===== config.mk =====
export PLATFORM = sky130hd
export DESIGN_NAME = wb_g18_prog
export DESIGN_NICKNAME = d
export VERILOG_FILES = /design/src/rtl/wb_g18_prog.sv
export SDC_FILE = /design/constraint.sdc
export NUM_CORES = 1
export LEC_CHECK = 0
export BUFFER_PORTS_ARGS = -buffer_cell sky130_fd_sc_hd__buf_2
export CAP_MARGIN = 25
export CORE_MARGIN = 1.5
export CORE_UTILIZATION = 50
export DETAILED_ROUTE_END_ITERATION = 8
export GPL_TIMING_DRIVEN = 0
export PLACE_DENSITY = 0.8
export SYNTH_ARGS = -nofsm -noshare
export SYNTH_HDL_FRONTEND = slang
export SYNTH_SLANG_ARGS = --single-unit

===== constraint.sdc =====
create_clock -name wb_clk_i -period 4.2 [get_ports wb_clk_i]
set_input_delay 0 -clock wb_clk_i [delete_from_list [all_inputs] [get_ports wb_clk_i]]
set_output_delay 0 -clock wb_clk_i [all_outputs]
set_load 0.05 [all_outputs]

===== src/rtl/wb_g18_prog.sv =====
// Wishbone program/erase controller for the G18 parallel NOR flash.
// Register writes launch command-bus sequences (program, erase, unlock, clear status);
// program and erase poll the flash status register, and every sequence ends in read-array mode.
module wb_g18_prog #(
  parameter int unsigned G18Aw     = 25,
  parameter int unsigned WbDw      = 32,
  parameter int unsigned WbAw      = 32,
  parameter int unsigned TSetup    = 2,
  parameter int unsigned TPulse    = 4,
  parameter int unsigned THold     = 2,
  parameter int unsigned RdLatency = 15,
  parameter int unsigned PollLimit = 1048576
) (
  input  logic             wb_clk_i,
  input  logic             wb_rst_i,
  input  logic [WbAw-1:0]  wb_adr_i,
  input  logic [WbDw-1:0]  wb_dat_i,
  input  logic [3:0]       wb_sel_i,
  input  logic             wb_we_i,
  input  logic [1:0]       wb_bte_i,
  input  logic [2:0]       wb_cti_i,
  input  logic             wb_cyc_i,
  input  logic             wb_stb_i,
  output logic             wb_ack_o,
  output logic             wb_err_o,
  output logic [WbDw-1:0]  wb_dat_o,
  input  logic [15:0]      g18_dat_i,
  output logic [15:0]      g18_dat_o,
  output logic             g18_dat_oe_o,
  output logic [G18Aw-1:0] g18_adr_o,
  output logic             g18_csn_o,
  output logic             g18_oen_o,
  output logic             g18_wen_o,
  output logic             g18_advn_o,
  output logic             g18_clk_o,
  output logic             g18_rstn_o,
  output logic             busy_o
);

  localparam int unsigned TMaxA = (TSetup > TPulse) ? TSetup : TPulse;
  localparam int unsigned TMaxB = (THold > RdLatency) ? THold : RdLatency;
  localparam int unsigned TMax  = (TMaxA > TMaxB) ? TMaxA : TMaxB;
  localparam int unsigned CntW  = $clog2(TMax) + 1;
  localparam int unsigned PollW = $clog2(PollLimit) + 1;

  localparam logic [2:0] CmdProg   = 3'd1;
  localparam logic [2:0] CmdErase  = 3'd2;
  localparam logic [2:0] CmdUnlock = 3'd3;
  localparam logic [2:0] CmdClear  = 3'd4;

  typedef enum logic [3:0] {
    StIdle, StWrSetup, StWrPulse, StWrHold, StWrGap, StRdWait, StRdGap, StNext, StDone
  } state_e;

  typedef enum logic [1:0] {OpWrite, OpPoll, OpEnd} op_e;

  // Kind of bus operation at a given step of a command sequence.
  function automatic op_e step_kind(input logic [2:0] cmd, input logic [2:0] step);
    op_e k;
    k = OpEnd;
    case (cmd)
      CmdProg, CmdErase: k = (step == 3'd2) ? OpPoll : ((step <= 3'd3) ? OpWrite : OpEnd);
      CmdUnlock:         k = (step <= 3'd2) ? OpWrite : OpEnd;
      CmdClear:          k = (step <= 3'd1) ? OpWrite : OpEnd;
      default:           k = OpEnd;
    endcase
    return k;
  endfunction

  // Command word for a write step; anything not listed is the closing read-array word.
  function automatic logic [15:0] step_word(input logic [2:0] cmd, input logic [2:0] step,
                                            input logic [15:0] data);
    logic [15:0] w;
    w = 16'h00FF;
    case (cmd)
      CmdProg:   if (step == 3'd0) w = 16'h0041; else if (step == 3'd1) w = data;
      CmdErase:  if (step == 3'd0) w = 16'h0020; else if (step == 3'd1) w = 16'h00D0;
      CmdUnlock: if (step == 3'd0) w = 16'h0060; else if (step == 3'd1) w = 16'h00D0;
      CmdClear:  if (step == 3'd0) w = 16'h0050;
      default:   w = 16'h00FF;
    endcase
    return w;
  endfunction

  state_e             state_q;
  logic [2:0]         cmd_q, step_q;
  logic [CntW-1:0]    cnt_q;
  logic [PollW-1:0]   poll_cnt_q, poll_inc;
  logic               poll_done_q, poll_hit_limit;
  logic               busy_q, error_q, timeout_q;
  logic [7:0]         sr_q;
  logic               csn_q, oen_q, wen_q, advn_q, dat_oe_q;
  logic [G18Aw-1:0]   adr_q, addr_q;
  logic [15:0]        fdat_q, data_q;
  logic               ack_q;
  logic [WbDw-1:0]    dat_o_q, rd_data, status_w;
  logic               req, cmd_valid, cmd_accept;
  logic [1:0]         reg_sel;
  op_e                nxt_kind;
  logic [15:0]        nxt_word;

  assign req        = wb_cyc_i & wb_stb_i & ~ack_q;
  assign reg_sel    = wb_adr_i[3:2];
  assign cmd_valid  = (wb_dat_i[WbDw-1:3] == '0) && (wb_dat_i[2:0] != 3'd0) &&
                      (wb_dat_i[2:0] <= CmdClear);
  assign cmd_accept = req & wb_we_i & (reg_sel == 2'd2) & ~busy_q & cmd_valid;

  assign nxt_kind = step_kind(cmd_q, step_q);
  assign nxt_word = step_word(cmd_q, step_q, data_q);

  assign poll_inc       = poll_cnt_q + PollW'(1);
  assign poll_hit_limit = (poll_inc == PollW'(PollLimit));

  assign status_w = {{(WbDw-16){1'b0}}, sr_q, 5'b0, timeout_q, error_q, busy_q};

  // Register read mux; CMD is write-only and reads back as zero.
  always_comb begin
    rd_data = '0;
    case (reg_sel)
      2'd0:    rd_data[G18Aw-1:0] = addr_q;
      2'd1:    rd_data[15:0] = data_q;
      2'd3:    rd_data = status_w;
      default: rd_data = '0;
    endcase
  end

  // Wishbone slave: single-cycle ack, read data registered with ack, ADDR/DATA locked while busy.
  always_ff @(posedge wb_clk_i or posedge wb_rst_i) begin
    if (wb_rst_i) begin
      ack_q   <= 1'b0;
      dat_o_q <= '0;
      addr_q  <= '0;
      data_q  <= '0;
    end else begin
      ack_q <= req;
      if (req && wb_we_i && !busy_q) begin
        case (reg_sel)
          2'd0:    addr_q <= wb_dat_i[G18Aw-1:0];
          2'd1:    data_q <= wb_dat_i[15:0];
          default: ;
        endcase
      end
      if (req && !wb_we_i) dat_o_q <= rd_data;
    end
  end

  // Sequencer: steps through command words, times each bus cycle, polls SR, drives the pins.
  always_ff @(posedge wb_clk_i or posedge wb_rst_i) begin
    if (wb_rst_i) begin
      state_q     <= StIdle;
      cmd_q       <= '0;
      step_q      <= '0;
      cnt_q       <= '0;
      poll_cnt_q  <= '0;
      poll_done_q <= 1'b0;
      busy_q      <= 1'b0;
      error_q     <= 1'b0;
      timeout_q   <= 1'b0;
      sr_q        <= '0;
      csn_q       <= 1'b1;
      oen_q       <= 1'b1;
      wen_q       <= 1'b1;
      advn_q      <= 1'b1;
      dat_oe_q    <= 1'b0;
      adr_q       <= '0;
      fdat_q      <= '0;
    end else begin
      unique case (state_q)
        StIdle: begin
          if (cmd_accept) begin
            cmd_q     <= wb_dat_i[2:0];
            step_q    <= '0;
            busy_q    <= 1'b1;
            error_q   <= 1'b0;
            timeout_q <= 1'b0;
            state_q   <= StNext;
          end
        end
        StWrSetup: begin
          if (cnt_q == '0) begin
            wen_q   <= 1'b0;
            cnt_q   <= CntW'(TPulse - 1);
            state_q <= StWrPulse;
          end else begin
            cnt_q <= cnt_q - CntW'(1);
          end
        end
        StWrPulse: begin
          if (cnt_q == '0) begin
            wen_q   <= 1'b1;
            cnt_q   <= CntW'(THold - 1);
            state_q <= StWrHold;
          end else begin
            cnt_q <= cnt_q - CntW'(1);
          end
        end
        StWrHold: begin
          if (cnt_q == '0) begin
            csn_q    <= 1'b1;
            advn_q   <= 1'b1;
            dat_oe_q <= 1'b0;
            step_q   <= step_q + 3'd1;
            state_q  <= StWrGap;
          end else begin
            cnt_q <= cnt_q - CntW'(1);
          end
        end
        StRdWait: begin
          if (cnt_q == '0) begin
            csn_q      <= 1'b1;
            advn_q     <= 1'b1;
            oen_q      <= 1'b1;
            sr_q       <= g18_dat_i[7:0];
            poll_cnt_q <= poll_inc;
            state_q    <= StRdGap;
            if (g18_dat_i[7]) begin
              error_q     <= |g18_dat_i[5:1];
              poll_done_q <= 1'b1;
              step_q      <= step_q + 3'd1;
            end else if (poll_hit_limit) begin
              error_q     <= 1'b1;
              timeout_q   <= 1'b1;
              poll_done_q <= 1'b1;
              step_q      <= step_q + 3'd1;
            end
          end else begin
            cnt_q <= cnt_q - CntW'(1);
          end
        end
        // Gap states double as the launch point so only one idle cycle separates bus cycles.
        StNext, StWrGap, StRdGap: begin
          if (state_q == StRdGap && !poll_done_q) begin
            csn_q   <= 1'b0;
            advn_q  <= 1'b0;
            oen_q   <= 1'b0;
            cnt_q   <= CntW'(RdLatency - 1);
            state_q <= StRdWait;
          end else begin
            unique case (nxt_kind)
              OpWrite: begin
                csn_q    <= 1'b0;
                advn_q   <= 1'b0;
                dat_oe_q <= 1'b1;
                adr_q    <= addr_q;
                fdat_q   <= nxt_word;
                cnt_q    <= CntW'(TSetup - 1);
                state_q  <= StWrSetup;
              end
              OpPoll: begin
                csn_q       <= 1'b0;
                advn_q      <= 1'b0;
                oen_q       <= 1'b0;
                adr_q       <= addr_q;
                cnt_q       <= CntW'(RdLatency - 1);
                poll_cnt_q  <= '0;
                poll_done_q <= 1'b0;
                state_q     <= StRdWait;
              end
              default: state_q <= StDone;
            endcase
          end
        end
        StDone: begin
          busy_q  <= 1'b0;
          state_q <= StIdle;
        end
        default: state_q <= StIdle;
      endcase
    end
  end

  logic unused_in;
  assign unused_in = ^{wb_sel_i, wb_bte_i, wb_cti_i, wb_adr_i[WbAw-1:4], wb_adr_i[1:0],
                       wb_dat_i[WbDw-1:G18Aw], g18_dat_i[15:8], g18_dat_i[6]};

  assign wb_ack_o     = ack_q;
  assign wb_err_o     = 1'b0;
  assign wb_dat_o     = dat_o_q;
  assign g18_dat_o    = fdat_q;
  assign g18_dat_oe_o = dat_oe_q;
  assign g18_adr_o    = adr_q;
  assign g18_csn_o    = csn_q;
  assign g18_oen_o    = oen_q;
  assign g18_wen_o    = wen_q;
  assign g18_advn_o   = advn_q;
  assign g18_clk_o    = 1'b0;
  assign g18_rstn_o   = ~wb_rst_i;
  assign busy_o       = busy_q;

endmodule


==> impl_metrics.ini <==
[outcome]
status = finished, final reports clean

[global_route]
grt_max_degree = 44
first_global_vias = 6619
gr-total-overflow = 0
antenna_found_initial = 0
grt_pass1_wl_um = 34650
grt_usage_pct = 26.86

[die]
dieArea_um2 = 16870
ios = 177
core_area_um2 = 15830
rows = 46
die_w_um = 129.9
start_util_pct = 50.85
die_h_um = 129.9

[yosys]
async_flop_share_pct = 100.0
synthCells = 785
synth_seq_cells = 160
synth_top_cell_area_share_pct = 48.81
synth-edff-count = 0
synthTopCellsByArea = dfrtp_1, mux2_2, nand2_1
synth.yosys.warnings = 0
yosysUniqueCellTypes = 73
yosysMostFrequentCell = dfrtp_1
synth.top_cells.by_count = dfrtp_1, nand2_1, o21ai_0
synth_area_um2 = 8049
syn_avg_cell_area_um2 = 10.25
seq_area_frac_synth_pct = 49.79
synthFlopType = dfrtp_1
yosysTopAreaCell = dfrtp_1

[placed_design]
port_buffers = 120
dp_hpwl_um = 14800
gp_congestion = 0.9307

[cts]
clock-root-buffer = clkbuf_16
cts_resized = 0
cts_max_level = 4
clockBufferDepth = 2
cts.sinks = 160
clk_pin_slew_ns = 0.06
clkLatencyLatePin_ns = 0.44
cts_buffers = 17
tritoncts = done

[power]
ir_worst_vdd_mv = 0.3366
power.total_w = 0.004209
power-per-cell-area_nw_per_um2 = 417.3
p_leak_nw = 4.777

[worst_setup_path]
critPathArrivalTime_ns = 3.25
cp_top_family = simple AND/OR/NAND/NOR gates
crit_path_start = cnt_q[0]
crit_end = poll_cnt_q[13]
cp-start-kind = register
path_class = reg2reg
path_cells = inv_1 -> ha_1 -> nand2b_1 -> nor2_1 -> nand2b_1 -> clkbuf_1 -> nor2_1 -> clkbuf_1 -> nand2_1 -> o21ai_0
cp-end-kind = register
r2r_cells = 10
crit_buf_inv = 3
r2r_end = poll_cnt_q[13]
reg2reg_slack_ns = 1.30
crit_fanout = 10
reg2reg_from = cnt_q[0]
crit_required_ns = 4.55
cp.depth = 10
crit_slowest_cell = nor2_1
cp_slowest_stage_delay_ns = 0.74

[min_path]
hold_class = in2async

[sta]
setup-violations-final = 0
hold_viol = 0
setup-tns-final_ns = 0
timing.final.crit_period_ns = 2.899
max_freq_ghz = 0.3450
rsz0062_at_grt = false
slew_headroom_pct = 28.78
max_slew.worst_pin.slew_ns = 1.060
worst_clock_skew_ns = 0.009653
fin_crit_sh_pct = 69.02
final_max_slew_viol_count = 0

[routing]
viasPerCell = 5.848
first_iter_violations = 728
dr.pass1.iters = 5
wl_per_cell_um = 18.36
vias = 7024
wirelength_um = 22050
drcViolationCount = 0
ant_nets = 0

[cells_and_area]
antenna_cells = 0
area_growth_pct = 25.31
final_util_pct = 63.72
final_nets = 1074
fillers = 1199
layout-drive-gt1-share_pct = 29.04

[job]
maxCapViolCount = 0
timing repair:
item / 4_1_cts / 5_1_grt
setup buffers: 0 / 0
hold buffers: 36 / 0
hold endpoints to repair: 134 / 0
worst min-delay path by stage:
| stage | end | slack (ns) | cells past startpoint |
|---|---|---|---|
| after global placement | sr_q[4] | 0.22 | 3 |
| after global routing | g18_dat_o[3] | 0.05 | 3 |
| after CTS | g18_dat_o[3] | 0.04 | 3 |
| after floorplan | sr_q[0] | 0.11 | 2 |
| after detailed placement | g18_dat_o[6] | -0.04 | 2 |
| final | g18_dat_o[3] | 0.05 | 3 |
metrics by stage:
step	setup WS, ns	cell area (um2)	instances	hold slack, ns
detailed placement	1.370	9040	1133	-0.04455
finish	1.301	10090	1201	0.05077
global placement	0.2276	8954	1129	0.2171
CTS	1.323	10090	1201	0.04286
global route	0.9342	10090	1201	0.05189
floorplan	1.708	8083	793	0.1054
power by group:
group          internal [W]  total [W]  switching [W]  leakage, nW
logic              0.000217   0.000590       0.000372         2.37
registers           0.00169    0.00181       0.000123         2.09
clock network       0.00115    0.00181       0.000655        0.323
total               0.00306    0.00421        0.00115         4.78
cell families after synthesis:
family,after synthesis,share of synthesized area [%]
multiplexers,96,13.14
adder cells (fa/ha/maj),8,1.244
AND/OR/NAND/NOR,260,16.71
XOR/XNOR,6,0.6529
flip-flops,160,49.79
other,1,0.04659
buffers and inverters,66,3.933
AO/OA/AOI/OAI,188,14.49
flip-flops by register name, summed over array words and instances, names as in the netlist, 4 cells and up:
name,count
g18_dat_o,16
state_q,4
sr_q,8
addr_q,25
data_q,16
poll_cnt_q,21
cnt_q,5
wb_dat_o,25
g18_adr_o,25
placed cells by master, fill, tap and decap left out, types with 3 or more instances in the layout:
cell type / instances
inv_1: 9
nor3_1: 8
nor4_2: 4
nor2b_1: 6
a22o_1: 3
a21o_1: 6
a21oi_1: 31
nand3_2: 3
a31oi_1: 12
a311oi_1: 4
and2_1: 5
buf_12: 4
ha_1: 8
a32o_1: 3
mux2_2: 73
dfstp_2: 3
o21ai_0: 83
buf_2: 135
nand2b_1: 10
nor2_1: 59
nand4_1: 7
clkbuf_16: 17
nand3_1: 9
mux2i_1: 22
buf_4: 13
xor2_1: 4
clkinvlp_4: 4
conb_1: 9
clkbuf_1: 26
nor4_1: 10
and3_1: 5
bufinv_16: 6
dfrtp_1: 157
a211oi_1: 4
dlygate4sd3_1: 36
nand2_1: 113
o31ai_1: 15
worst min-delay path: stages:
cell           delay (ns)
dlygate4sd3_1        0.53
buf_2                0.13
clkinvlp_4           0.18
per-layer routing:
layer | global-route usage [%] | routed length [um] | up-vias
li1 | - | - | 3178
met1 | 36.55 | 9302 | 3423
met2 | 40.83 | 10220 | 344
met3 | 5.904 | 1614 | 79
met4 | 13.33 | 914 | 0
met5 | 0 | 0 | -
area by class of cell:
type / instances / area [um2] / share of cell area [%]
well taps: 216 / 270.3 / 2.680
clock buffers: 20 / 456.7 / 4.528
clock inverters: 12 / 229.0 / 2.270
repair buffers: 160 / 1041 / 10.32
inverters: 10 / 41.29 / 0.4094
multi-input cells: 567 / 3761 / 37.29
plain buffers: 56 / 279.0 / 2.766
flip-flops and latches: 160 / 4008 / 39.73
(Power assumes the default switching activity.)
